`config.mk`:
```
export PLATFORM = sky130hd
export DESIGN_NAME = ls_sequencer
export DESIGN_NICKNAME = d
export VERILOG_FILES = /design/src/rtl/ls_sequencer.sv
export SDC_FILE = /design/constraint.sdc
export NUM_CORES = 1
export LEC_CHECK = 0
export ABC_CLOCK_PERIOD_IN_PS = 3170
export CAP_MARGIN = 15
export CORE_MARGIN = 2
export CORE_UTILIZATION = 52
export DETAILED_ROUTE_END_ITERATION = 6
export GPL_TIMING_DRIVEN = 0
export MAX_ROUTING_LAYER = met4
export PLACE_DENSITY = 0.92
export SETUP_SLACK_MARGIN = 0.02
export SKIP_LAST_GASP = 1
export SLEW_MARGIN = 20
export SYNTH_ARGS = -nofsm -noshare
export SYNTH_HDL_FRONTEND = slang
export SYNTH_SLANG_ARGS = --single-unit
```
`constraint.sdc`:
```
create_clock -name Clk -period 3.17 [get_ports Clk]
set_clock_uncertainty 0.1 [all_clocks]
set_input_delay 0.634 -clock Clk [delete_from_list [all_inputs] [get_ports Clk]]
set_output_delay 0.634 -clock Clk [all_outputs]
set_load 0.03 [all_outputs]
```
`src/rtl/ls_sequencer.sv`:
```
// Purpose : load/store sequencer that turns a SPARC ld/st request into MAR/MDR/RAM/register-file strobes.
// Latency : start edge to done is 4 cycles for a single word and 7 for a double word, plus 1 per extra MEM wait cycle; traps come 1 cycle after start.
// Backpr. : start is sampled only in IDLE and ignored while busy (no queuing); MEM stalls until MFC.
// Ports   : Clk/RESET_n; request start, op, rd, addr_lo; memory handshake MFC;
//           status busy, done, trap, trap_cause; datapath strobes MAR_Enable, MDR_Enable,
//           MDR_Mux_select, RAM_enable, RAM_OpCode, register_file, rf_sel, beat.
// Config  : define LS_TIMEOUT_EN to trap (cause 11) after TO_CYCLES MEM cycles without MFC.
module ls_sequencer #(
   parameter int TO_CYCLES = 16,
   parameter int RSEL_W    = 5
) (
   input  logic              Clk,
   input  logic              RESET_n,
   input  logic              start,
   input  logic [5:0]        op,
   input  logic [RSEL_W-1:0] rd,
   input  logic [2:0]        addr_lo,
   input  logic              MFC,
   output logic              busy,
   output logic              MAR_Enable,
   output logic              MDR_Enable,
   output logic              MDR_Mux_select,
   output logic              RAM_enable,
   output logic              register_file,
   output logic [5:0]        RAM_OpCode,
   output logic [RSEL_W-1:0] rf_sel,
   output logic              beat,
   output logic              done,
   output logic              trap,
   output logic [1:0]        trap_cause
);

   typedef enum logic [2:0] {IDLE, ADDR, DATA, MEM, WB, DONE, TRAP} state_t;

   state_t            state_q, state_d;
   logic [5:0]        op_q;
   logic [RSEL_W-1:0] rd_q;
   logic              ld_q, dbl_q, beat_q, beat_d;
   logic [1:0]        cause_d;
   logic              mdr_data_q;

   function automatic logic is_load(input logic [5:0] o);
      return (o[5:2] == 4'b0000) || (o == 6'b001001) || (o == 6'b001010);
   endfunction

   function automatic logic is_store(input logic [5:0] o);
      return o[5:2] == 4'b0001;
   endfunction

   // op[1:0] encodes the access size for every legal op: 00 word, 01 byte, 10 half, 11 double.
   function automatic logic misaligned(input logic [5:0] o, input logic [2:0] a, input logic r0);
      case (o[1:0])
         2'b01:   misaligned = 1'b0;
         2'b10:   misaligned = a[0];
         2'b00:   misaligned = |a[1:0];
         default: misaligned = (|a) | r0;
      endcase
   endfunction

`ifdef LS_TIMEOUT_EN
   logic [7:0] to_cnt_q;
`endif

   always_comb begin
      state_d = state_q;
      beat_d  = beat_q;
      cause_d = 2'b00;
      case (state_q)
         IDLE: if (start) begin
            if (!is_load(op) && !is_store(op)) begin
               state_d = TRAP;
               cause_d = 2'b01;
            end else if (misaligned(op, addr_lo, rd[0])) begin
               state_d = TRAP;
               cause_d = 2'b10;
            end else begin
               state_d = ADDR;
               beat_d  = 1'b0;
            end
         end
         ADDR: state_d = ld_q ? MEM : DATA;
         DATA: state_d = MEM;
         MEM: begin
            if (MFC) begin
               if (ld_q) begin
                  state_d = WB;
               end else if (dbl_q && !beat_q) begin
                  state_d = ADDR;
                  beat_d  = 1'b1;
               end else begin
                  state_d = DONE;
               end
            end
`ifdef LS_TIMEOUT_EN
            // MFC arriving on the final allowed cycle still completes the access.
            else if (to_cnt_q == 8'(TO_CYCLES - 1)) begin
               state_d = TRAP;
               cause_d = 2'b11;
            end
`endif
         end
         WB: begin
            if (dbl_q && !beat_q) begin
               state_d = ADDR;
               beat_d  = 1'b1;
            end else begin
               state_d = DONE;
            end
         end
         default: state_d = IDLE;
      endcase
   end

`ifdef LS_TIMEOUT_EN
   // Counts consecutive MEM cycles of the current beat; restarts on every MEM exit.
   always_ff @(posedge Clk or negedge RESET_n) begin
      if (!RESET_n)
         to_cnt_q <= 8'd0;
      else if (state_q == MEM && state_d == MEM)
         to_cnt_q <= to_cnt_q + 8'd1;
      else
         to_cnt_q <= 8'd0;
   end
`endif

   // Outputs are registered from the next state so each strobe lines up with its state cycle.
   always_ff @(posedge Clk or negedge RESET_n) begin
      if (!RESET_n) begin
         state_q        <= IDLE;
         op_q           <= 6'd0;
         rd_q           <= '0;
         ld_q           <= 1'b0;
         dbl_q          <= 1'b0;
         beat_q         <= 1'b0;
         busy           <= 1'b0;
         MAR_Enable     <= 1'b0;
         mdr_data_q     <= 1'b0;
         MDR_Mux_select <= 1'b0;
         RAM_enable     <= 1'b0;
         RAM_OpCode     <= 6'd0;
         register_file  <= 1'b0;
         rf_sel         <= '0;
         beat           <= 1'b0;
         done           <= 1'b0;
         trap           <= 1'b0;
         trap_cause     <= 2'b00;
      end else begin
         state_q <= state_d;
         beat_q  <= beat_d;
         if (state_q == IDLE && state_d == ADDR) begin
            op_q  <= op;
            rd_q  <= rd;
            ld_q  <= is_load(op);
            dbl_q <= (op[1:0] == 2'b11);
         end
         busy           <= (state_d != IDLE);
         MAR_Enable     <= (state_d == ADDR);
         mdr_data_q     <= (state_d == DATA);
         MDR_Mux_select <= (state_d == MEM) && ld_q;
         RAM_enable     <= (state_d == MEM);
         // Double-word beats issue plain word ops; the +4 address comes from beat upstream.
         RAM_OpCode     <= (state_d != MEM) ? 6'd0 :
                           dbl_q ? (ld_q ? 6'b000000 : 6'b000100) : op_q;
         register_file  <= (state_d == WB);
         rf_sel         <= (state_d == DATA || state_d == WB) ?
                           (beat_d ? {rd_q[RSEL_W-1:1], 1'b1} : rd_q) : '0;
         beat           <= (state_d == ADDR || state_d == DATA || state_d == MEM || state_d == WB)
                           ? beat_d : 1'b0;
         done           <= (state_d == DONE);
         trap           <= (state_d == TRAP);
         trap_cause     <= (state_d == TRAP) ? cause_d : 2'b00;
      end
   end

   // Loads capture read data into MDR on the very cycle memory signals completion.
   assign MDR_Enable = mdr_data_q | (MDR_Mux_select & MFC);

endmodule

```
# Word level (Yosys, flattened, before mapping)
# Cells that the tools add are included.
dict set report totals {
  ram_bits 0
  memories 0
  output_inout_bits 22
  latch_bits 0
  elab_cells 87
  ff_bits 39
  romBits 0
  input_bits 18
}
dict set report classes {
  n_mux 30
  n_shift 0
  n_mul 0
  bitwise 3
  addsub 0
  order_cmp 0
  reduce_logical 19
  n_eq_ne 17
  div_mod_pow 0
}
# operator n
set op_table {}
lappend op_table {{2-to-1 mux 3 bit} 7}
lappend op_table {{case mux 3 bit (5 select lines)} 1}
lappend op_table {{equality test 3 x 2 -> 1 bit (second input constant)} 4}
lappend op_table {{equality test 3 bit (second input constant)} 4}
lappend op_table {{equality test 6 x 4 -> 1 bit (second input constant)} 2}
lappend op_table {{2-to-1 mux 1 bit} 12}
lappend op_table {{2-to-1 mux 6 bit} 2}
lappend op_table {{2-to-1 mux 2 bit} 5}
lappend op_table {{equality test 3 x 1 -> 1 bit (second input constant)} 2}
lappend op_table {{logical OR 1 bit} 6}
lappend op_table {{case mux 1 bit (3 select lines)} 2}
lappend op_table {{2-to-1 mux 5 bit} 1}
lappend op_table {{equality test 2 bit (second input constant)} 2}
lappend op_table {{equality test 4 x 1 -> 1 bit (second input constant)} 1}
lappend op_table {{logical AND 1 bit} 4}
lappend op_table {{zero test 4 bit} 1}
lappend op_table {{zero test 1 bit} 3}
lappend op_table {{zero test 3 bit} 1}
lappend op_table {{!= test 3 x 2 -> 1 bit (second input constant)} 1}
lappend op_table {{nonzero test 3 bit} 1}
lappend op_table {{OR reduction 3 bit} 1}
lappend op_table {{equality test 2 x 1 -> 1 bit (second input constant)} 1}
lappend op_table {{zero test 2 bit} 1}
lappend op_table {{bitwise OR 1 bit} 2}
lappend op_table {{other kinds (2)} 2}

# Logic depth before layout (Yosys ltp)
dict set report depth {
  word_depth 17
  depth_mapped 7
  ltp_nobuf 6
}

# Least setup slack after synthesis
# No wires, ideal clock.
dict set report synth_path {
  path_type {input -> register}
  from {input op[2]}
  to {register op_q[3]}
  n_path_buf 2
  path_stages 6
  setup_time_ns 0.125
  arrival_time_ns 1.880
  setup_slack_ns 1.065
  required_time_ns 2.945
  cell_sequence {or3_4 -> o32ai_2 -> o211a_1 -> buf_6 -> buf_12 -> mux2_4}
}
dict set report synth_between {
  elab_chain_cells 10
  word_cells_on_any_way 14
  cone_classes {eq/ne: 4; mux: 3; reduce/logical: 7}
}
# element line_no
set synth_rtl {}
lappend synth_rtl {{start: declaration} 15} ;# input logic [5:0] op,
lappend synth_rtl {{equality test 6 x 4 -> 1 bit or zero test 4 bit (tied branches)} 43} ;# return (o[5:2] == 4'b0000) || (o == 6'b001001) || (o == 6'b001010);
lappend synth_rtl {{logical OR 1 bit (2 in series)} 43}
lappend synth_rtl {{zero test 1 bit} 70} ;# if (!is_load(op) && !is_store(op)) begin
lappend synth_rtl {{logical AND 1 bit *} 70}
lappend synth_rtl {{2-to-1 mux 3 bit *} 70}
lappend synth_rtl {{2-to-1 mux 3 bit *} 69} ;# IDLE: if (start) begin
lappend synth_rtl {{case mux 3 bit (5 select lines) *} 68} ;# case (state_q)
lappend synth_rtl {{equality test 3 x 1 -> 1 bit *} 150} ;# if (state_q == IDLE && state_d == ADDR) begin
lappend synth_rtl {{logical AND 1 bit *} 150}
lappend synth_rtl {{end signal: assignment} 151} ;# op_q <= op;
lappend synth_rtl {{end: declaration} 36} ;# logic [5:0] op_q;
# Mark *: on every way between the ends. The rest lies on a longest branch, timed or not.
# A chain may end at the register's enable or synchronous reset.

# Worst setup path in the final report
dict set report layout_path {
  from {input MFC}
  to {output MDR_Enable}
}
dict set report layout_between {
  elab_chain_cells 2
}
# element line_no
set layout_rtl {}
lappend layout_rtl {{start: declaration} 18} ;# input logic MFC,
lappend layout_rtl {{AND 1 bit} 176} ;# assign MDR_Enable = mdr_data_q | (MDR_Mux_select & MFC);
lappend layout_rtl {{bitwise OR 1 bit} 176}
lappend layout_rtl {{end: declaration} 21} ;# output logic MDR_Enable,
# Every way passes these cells.

==> summary.txt <==
Place
  – Placed wire-length estimate: 2.25 mm
  – Routability cong.: 0.799
  – Port Buf Inserts: 39
  – Placement Setup Slack: 449 ps

Worst setup path
  – Worst path required time: 2440 ps
  – Setup crit end kind: output pin
  – Slowest-stage cell, CP: clkdlybuf4s50_1
  – CP Launch Type: primary input
  – Most frequent CP cell: clkdlybuf4s50_1
  – Max FO, Critical Path: 4
  – Crit-path leading delay family: buffers and inverters
  – WP buf/inv: 2
  – Max incr delay on CP: 670 ps
  – Crit path cell chain: clkdlybuf4s50_1, a21o_1, clkdlybuf4s50_1
  – Critical path type: primary input to output pin
  – Worst Path Arrival: 1980 ps

Detailed routing
  – Via count: 1,146
  – WL/cell: 12.9 um
  – DRC Markers: 0
  – Iteration count of the initial detailed-routing pass: 4
  – Post-route antenna net violation count: 0
  – Initial DRC Count: 11
  – Final WL: 2.93 mm
  – Via density: 5.05

Clock network
  – Clock transition at path regs: 110 ps
  – H-Tree Depth: 2
  – Clk_lat worst skew: 330 ps
  – CTS tree: yes
  – Post-CTS sizing: 0
  – Post-CTS setup buffers: 0
  – Clock buffer count from CTS: 5
  – CTS Buffer Depth: 2
  – Root Driver: clkbuf_4
  – Post-CTS Hold Fix Bufs: 0
  – Clock Sinks: 39

Yosys
  – Compound-Gate Fraction of Synth Area: 9.66%
  – Yosys warning total: 0
  – Asr flop ratio synth: 100%
  – Xor and xnor fraction of the mapped netlist area: 0.536%
  – Post-synthesis mux area share: 7.05%
  – Syn Area/Cell: 12.1 sq um
  – Post-Synth Simple-Gate Area: 19.1%
  – Post-synthesis sequential area ratio: 59.8%
  – Seq cells post-synth: 39
  – Synth Area in Adders: 0%
  – Netlist cell types: 39
  – Largest family of logic cells by synthesized area: simple AND/OR/NAND/NOR gates
  – Syn Inst Count: 135
  – Synthesized area: 0.00163 sq mm
  – Post-synth EDFFs: 0
  – Post-synth net total: 153
  – Predominant post-synthesis flop cell: dfrtp_1

STA
  – RSZ-0062 raised after global routing: false
  – Worst-margin pin slew: 562 ps
  – Worst Slack Setup Final: 455 ps
  – Final period util: 85.6%
  – Final hold slack: 62.5 ps
  – Final setup viols: 0
  – Worst slew margin: 62.0%
  – Max Freq: 0.368 GHz
  – Setup Total Neg Slack: 0 ps
  – Final Max Tran Viols: 0
  – Hold Vio Cnt, Final: 0
  – Final min period: 2710 ps

Finish
  – Fin util: 70.9%
  – Area grow syn2layout: 31.5%
  – Nets@finish: 200
  – Share of cells above drive strength 1: 17.5%
  – Antenna cells: 0
  – Layout filler cell count: 204

Floorplan
  – Placeable Area: 0.00303 sq mm
  – Number of primary I/O pins: 40
  – Site Rows: 20
  – Chip Height: 60.0 um
  – Die Span X: 60.0 um
  – Die area: 0.00360 sq mm
  – Starting Density: 53.9%

Flow run
  – Max Cap Viol: 0

Pwr
  – Pwr Total: 1.76 mW
  – VDD IR max: 0.434 mV
  – Leakage power: 0.980 nW
  – Power Dens Cells: 820 mW/mm^2

Hold path
  – Hold/Removal Path Class: primary input to asynchronous set/reset pin

Global route
  – Gr usage total: 19.3%
  – Vias in the first global route: 1,134
  – Largest net degree at the start of global routing: 29
  – Total gr overflow: 0
  – First-pass GRT wire length: 4.90 mm
  – Initial antenna violation count: 0

Outcome
  – Status: finished clean
final timing paths:
| check | to | cells after the start | startpoint | slack (ps) |
|---|---|---|---|---|
| min | trap_cause[1] | 1 | RESET_n | 60 |
| max reg2reg | op_q[3] | 6 | state_q[0] | 1210 |
| max | MDR_Enable | 3 | MFC | 460 |
| max in group asynchronous | rd_q[0] | 2 | RESET_n | 2480 |
| min in group Clk | RAM_OpCode[4] | 1 | op_q[4] | 390 |
| min reg2reg | RAM_OpCode[4] | 1 | op_q[4] | 390 |
layer usage:
layer	track usage (%)	share of wire [%]	up-vias
met5	-	0	-
met1	22.1	40	558
met3	4.76	4.0	4
li1	-	-	555
met2	32.0	54	29
met4	8.25	1.3	0
flip-flops by register name (all words and copies together), names as in the netlist, 2 cells and up:
name / count
RAM_OpCode: 6
op_q: 6
rd_q: 5
rf_sel: 5
state_q: 3
trap_cause: 2
area by class of cell:
cell class	count	area, sq um	area share, %
Clock buffer	6	41.3	1.92
Clock inverter	2	12.5	0.583
Timing Repair Buffer	40	405	18.9
Tap cell	44	55.1	2.56
Sequential cell	39	976	45.5
Buffer	5	45.0	2.10
Inverter	5	18.8	0.874
Multi-Input combinational cell	86	593	27.6
cell families (layout without fill, tap and decap cells):
kind of cell,Yosys count,count (layout)
AOI/OAI and AO/OA,23,23
xor gates and xnor gates,1,1
buffers and inverters,10,58
DFF,39,39
muxes,10,10
and+or+nand+nor,52,52
per-stage QoR:
step	instances	area [sq um]
after detailed placement	219	2090
after CTS	227	2150
after global routing	227	2150
after global placement	218	2080
final	227	2150
after floorplan	135	1630
power by group:
group | internal (mW) | leakage, nW | total [mW] | switching (mW)
combinational | 0.332 | 0.446 | 0.794 | 0.462
clock | 0.0856 | 0.0282 | 0.237 | 0.152
sequential | 0.649 | 0.505 | 0.729 | 0.0798
total | 1.07 | 0.980 | 1.76 | 0.693
layout by cell type (no fill, tap or decap), drive strengths merged, types with 2 or more instances in the layout:
cell           synthesis  routed
nor2                   9       9
buf                    4       6
o22ai                  2       2
o21ai                  6       6
clkbuf                 1       7
inv                    5       5
nand2                 10      10
a21oi                  7       7
nand2b                 2       2
and2                   9       9
dfrtp                 39      39
nor2b                  6       6
nor3                   8       8
clkdlybuf4s50          0      38
mux2                   9       9
Yosys cell counts (all sizes together) (2+ instances only):
| cell type | n | area share, % |
|---|---|---|
| a21oi | 7 | 2.1 |
| dfrtp | 39 | 60 |
| nand2 | 10 | 2.3 |
| o22ai | 2 | 0.77 |
| nor2b | 6 | 2.5 |
| mux2 | 9 | 6.4 |
| nor3 | 8 | 2.5 |
| and2 | 9 | 3.4 |
| inv | 5 | 1.1 |
| nand2b | 2 | 0.77 |
| buf | 4 | 2.5 |
| nor2 | 9 | 2.7 |
| o21ai | 6 | 1.8 |
Note: power is estimated with default switching activity, not from simulation.
